### src/rtl/aad_pkg.sv
// Shared widths, types and a behavioural |a-b| helper for the AAD accumulator.
package aad_pkg;
  localparam int DATA_W_DEF = 8;
  localparam int ACC_W_DEF  = 8;

  typedef logic [DATA_W_DEF-1:0] data_t;
  typedef logic [ACC_W_DEF-1:0]  acc_t;

  function automatic data_t absdiff(data_t a, data_t b);
    return (a >= b) ? data_t'(a - b) : data_t'(b - a);
  endfunction
endpackage

### src/rtl/aad_absdiff.sv
// Combinational |a-b|: Kogge-Stone prefix subtractor (a + ~b + 1) whose carry-out
// (inverted) is the borrow selecting between a-b and b-a.
module aad_absdiff
  import aad_pkg::*;
#(
  parameter int DATA_W = DATA_W_DEF
) (
  input  logic [DATA_W-1:0] a,
  input  logic [DATA_W-1:0] b,
  output logic [DATA_W-1:0] d
);
  localparam int LVL = (DATA_W > 1) ? $clog2(DATA_W) : 1;

  logic [DATA_W-1:0]      nb, p0, diff;
  logic [LVL:0][DATA_W-1:0]   gk;
  logic [LVL-1:0][DATA_W-1:0] pk;
  logic borrow;

  assign nb = ~b;
  assign p0 = a ^ nb;

  // Carry-in of 1 is folded into bit 0's generate term.
  assign gk[0] = {(a[DATA_W-1:1] & nb[DATA_W-1:1]), (a[0] | nb[0])};
  assign pk[0] = {p0[DATA_W-1:1], 1'b0};

  for (genvar l = 0; l < LVL; l++) begin : g_lvl
    for (genvar i = 0; i < DATA_W; i++) begin : g_bit
      if (i >= (1 << l)) begin : g_pre
        assign gk[l+1][i] = gk[l][i] | (pk[l][i] & gk[l][i-(1<<l)]);
        if (l + 1 < LVL) begin : g_p
          assign pk[l+1][i] = pk[l][i] & pk[l][i-(1<<l)];
        end
      end else begin : g_pass
        assign gk[l+1][i] = gk[l][i] | (pk[l][i] & 1'b0);
        if (l + 1 < LVL) begin : g_p
          assign pk[l+1][i] = pk[l][i];
        end
      end
    end
  end

  assign diff[0] = ~p0[0];
  if (DATA_W > 1) begin : g_sum
    assign diff[DATA_W-1:1] = p0[DATA_W-1:1] ^ gk[LVL][DATA_W-2:0];
  end

  assign borrow = ~gk[LVL][DATA_W-1];
  assign d      = borrow ? (b - a) : diff;
endmodule

### src/rtl/aad_accum.sv
// Running sum of |a-b| every clock; prev is the accumulator register.
// Define AAD_SATURATE_EN to clamp at all-ones instead of wrapping.
module aad_accum
  import aad_pkg::*;
#(
  parameter int DATA_W = DATA_W_DEF,
  parameter int ACC_W  = ACC_W_DEF
) (
  input  logic              clk,
  input  logic              rst,
  input  logic [DATA_W-1:0] a,
  input  logic [DATA_W-1:0] b,
  output logic [ACC_W-1:0]  prev
);
  logic [DATA_W-1:0] ad;
  logic [ACC_W-1:0]  acc_q, acc_d;

  aad_absdiff #(.DATA_W(DATA_W)) u_absdiff (
    .a (a),
    .b (b),
    .d (ad)
  );

`ifdef AAD_SATURATE_EN
  logic [ACC_W:0] sum;
  assign sum = {1'b0, acc_q} + (ACC_W+1)'(ad);
  // Once clamped, any further add either carries or adds zero, so it sticks.
  assign acc_d = sum[ACC_W] ? '1 : sum[ACC_W-1:0];
`else
  assign acc_d = acc_q + ACC_W'(ad);
`endif

  always_ff @(posedge clk) begin
    if (!rst) acc_q <= '0;
    else      acc_q <= acc_d;
  end

  assign prev = acc_q;
endmodule

### config.mk
export PLATFORM = sky130hd
export DESIGN_NAME = aad_accum
export DESIGN_NICKNAME = d
export VERILOG_FILES = /design/src/rtl/aad_pkg.sv /design/src/rtl/aad_absdiff.sv /design/src/rtl/aad_accum.sv
export SDC_FILE = /design/constraint.sdc
export NUM_CORES = 1
export LEC_CHECK = 0
export BUFFER_PORTS_ARGS = -buffer_cell sky130_fd_sc_hd__buf_2
export CAP_MARGIN = 0
export CORE_AREA = 4 4 56 58
export CTS_BUF_LIST = sky130_fd_sc_hd__clkbuf_8 sky130_fd_sc_hd__clkbuf_16
export DETAILED_ROUTE_END_ITERATION = 12
export DIE_AREA = 0 0 60 62
export PLACE_DENSITY_LB_ADDON = 0.2
export RECOVER_POWER = 50
export SYNTH_ARGS = -nofsm -noshare
export SYNTH_HDL_FRONTEND = slang
export SYNTH_SLANG_ARGS = --single-unit
### constraint.sdc
create_clock -name clk -period 3.2 [get_ports clk]
set_input_delay 0.48 -clock clk [delete_from_list [all_inputs] [get_ports clk]]
set_output_delay 0.48 -clock clk [all_outputs]
set_load 0.01 [all_outputs]
==> summary.md <==
| Metric | Value |
|---|---|
| Overflow after GRT | `0` |
| DR DRC count | `0` |
| Final hold viol count | `0` |
| 1st-pass router iterations | `5` |
| Worst Hold Class | `in2reg` |
| Top cells by count, synth | `ha_1, inv_1, nand2_1` |
| Die Ht | `between 60 and 70 um` |
| Port Buffers | `25` |
| Worst slew margin | `0.737` |
| Share of layout cells above drive strength 1 | `0.385` |
| Worst VDD drop | `approximately 0.5 mV` |
| RR Endpoint | `prev[6]` |
| I/O Pins | `26` |
| Fin crit share | `0.989` |
| Synth Flop Type | `dfxtp_1` |
| Worst EP required | `3320 ps` |
| Remaining antenna violation count | `0` |
| CP max FO | `3` |
| Critical Path Source | `a[0]` |
| Die W | `60 um` |
| Synth top area share | `0.219` |
| Post-layout min period | `roughly 3200 ps` |
| Clock Tree Root | `clkbuf_8` |
| DIE AREA | `0.00372 mm^2` |
| Critical Path Max Stage Delay | `390 ps` |
| Asr flop ratio synth | `0` |
| CP arrival | `3290 ps` |
| Highest-delay cell along the critical path | `fa_2` |
| DR vias | `around 1200` |
| Clk slew on worst S/H paths | `around 40 ps` |
| Status | `complete, no violations` |
| Largest net degree at the start of global routing | `11` |
| Initial DRC count | `60` |
| Top-count cell post-synth | `ha_1` |
| Std cell rows | `19` |
| Cell area after synthesis | `~0.0013 mm^2` |
| Kind of critical path | `in2reg` |
| Worst path bufs/invs | `4` |
| Final number of max-transition violations | `0` |
| H-tree depth | `1` |
| Stages on worst setup path | `18` |
| RD Place Congestion | `0.873` |
| Area grow syn2layout | `39.6%` |
| Post-DR wirelength/cell | `12.8 um` |
| Fill count | `between 200 and 250` |
| Power Density | `552 mW/mm^2` |
| Flop-to-flop setup slack | `roughly 1400 ps` |
| Sequential area share after synthesis | `0.127` |
| Yosys warns | `0` |
| N_diodes | `0` |
| Starting Density | `0.473` |
| RSZ-0062 raised after global routing | `yes` |
| Mapped Cells | `around 150` |
| Clk_lat worst skew | `around 230 ps` |
| Core box area | `between 0.002 and 0.003 mm^2` |
| Number of library cell types mapped by synthesis | `37` |
| Cell family with most CP delay | `compound AO/OA/AOI/OAI gates` |
| Vias per cell | `roughly 5.2` |
| CTS Buf Count | `3` |
| Register-to-Register Path Depth | `8` |
| Area leader, netlist | `ha_1` |
| Hold buffer count at CTS | `0` |
| Total of max-cap violations | `0` |
| Max reg flops | `8` |
| Vias in the first global route | `1181` |
| Final Setup Violations | `0` |
| Post-synth EDFFs | `0` |
| Hpwl dp | `between 2000 and 3000 um` |
| Global-route total usage across every layer | `0.171` |
| Drt total wl | `~2900 um` |
| Max frequency | `between 300 and 400 MHz` |
| Post-layout util | `0.660` |
| Layout Skew | `about 2.6 ps` |
| Largest cells by area after synthesis | `ha_1, dfxtp_1, inv_1` |
| Leakage power | `between 0.8 and 0.9 nW` |
| #FFs+latches synth | `8` |
| CTS Buffer Depth | `2` |
| Syn_area_per_cell | `roughly 8.5 um^2` |
| Startpoint types | `input pin` |
| Clock sinks | `8` |
| Worst Max-Slew Pin Slew | `389 ps` |
| First-pass GRT wire length | `roughly 4800 um` |
| Initial antenna violation count | `0` |
| Endpoint class of the critical path | `flop` |
| Worst hold margin | `about 570 ps` |
| CTS tree | `built` |
| Critical path destination | `prev[6]` |
| RR Startpoint | `prev[0]` |
| Final nets | `between 200 and 250` |
| Crit-path cells | `buf_12 > inv_12 > ha_4 > inv_2 > fa_2 > nand3_2 > nand2_2 > a311oi_4 > buf_4 > mux2i_2 > xnor2_1 > ha_1 > a21o_1 > a21oi_2 > o21bai_1 > a21oi_2 > xnor2_1 > and2_1` |
| Mapped Nets | `~190` |
-- metrics by stage --
step	instance area, um^2	setup TNS, ps	total power (W)	setup slack (ps)	cells
after CTS	1710	0	0.000949	34.3	229
after global routing	1760	-132	0.00106	-89.3	231
after detailed placement	1640	-1410	0.000817	-411	224
after floorplan	1340	-124	0.000628	-80.3	148
final	1760	0	0.000970	35.3	231
after global placement	1640	-1020	0.000789	-297	224
-- timing repair --
action	4_1_cts	5_1_grt
resized for setup	3	6
buffers inserted	2	2
pin swaps	4	12
setup endpoints to repair	3	3
-- layout by cell type (no fill, tap or decap), types with 3 or more instances in the layout --
cell type / count
buf_4: 28
ha_1: 19
inv_1: 18
buf_2: 18
nand2_1: 10
xnor2_1: 8
dfxtp_1: 8
and2_1: 7
nor2_1: 6
a21oi_1: 6
clkbuf_1: 6
o21ai_0: 4
a21o_1: 4
nor3_1: 4
a21oi_2: 3
mux2_4: 3
xor2_1: 3
nand3_1: 3
mux2i_1: 3
a211oi_1: 3
ha_4: 3
clkbuf_8: 3
-- layout make-up --
class | count | area, um^2 | share of cell area
Inverter | 20 | 87.6 | 0.0499
Sequential cell | 8 | 160 | 0.0912
Tap cell | 31 | 38.8 | 0.0221
Multi-Input combinational cell | 116 | 1090 | 0.618
Timing Repair Buffer | 53 | 343 | 0.195
Clock buffer | 3 | 41.3 | 0.0235
-- layer usage --
metal  vias up  global-route usage  share of wire
met5         -                   0              0
met4         0              0.0949          0.026
met3         9              0.0207          0.050
met2        42               0.321           0.52
met1       536               0.184           0.40
li1        619                   -              -
-- power by group --
part	switching [W]	internal, W	leakage (nW)
Clock	0.0000408	0.0000816	0.0216
Sequential	0.0000278	0.000142	0.0667
Combinational	0.000321	0.000357	0.791
Total	0.000390	0.000580	0.879
-- how the worst min path moves through the flow --
| stage | start | to | slack, ps | depth (start not counted) |
|---|---|---|---|---|
| CTS | rst | prev[1] | 570 | 2 |
| global route | rst | prev[3] | 600 | 2 |
| finish | rst | prev[1] | 570 | 2 |
| global placement | prev[0] | prev[0] | 560 | 2 |
| detailed placement | prev[0] | prev[0] | 610 | 2 |
| floorplan | rst | prev[0] | 600 | 1 |
-- logic make-up (layout without fill, tap and decap cells) --
logic type | after synthesis | count (layout) | share of synthesized area
muxes | 7 | 7 | 0.0646
and+or+nand+nor | 41 | 41 | 0.172
xor gates and xnor gates | 11 | 11 | 0.0765
DFF | 8 | 8 | 0.127
buffers and inverters | 24 | 76 | 0.0924
adders and majority gates | 25 | 25 | 0.266
AOI/OAI and AO/OA | 32 | 32 | 0.201
Note: power is estimated with default switching activity, not from simulation.
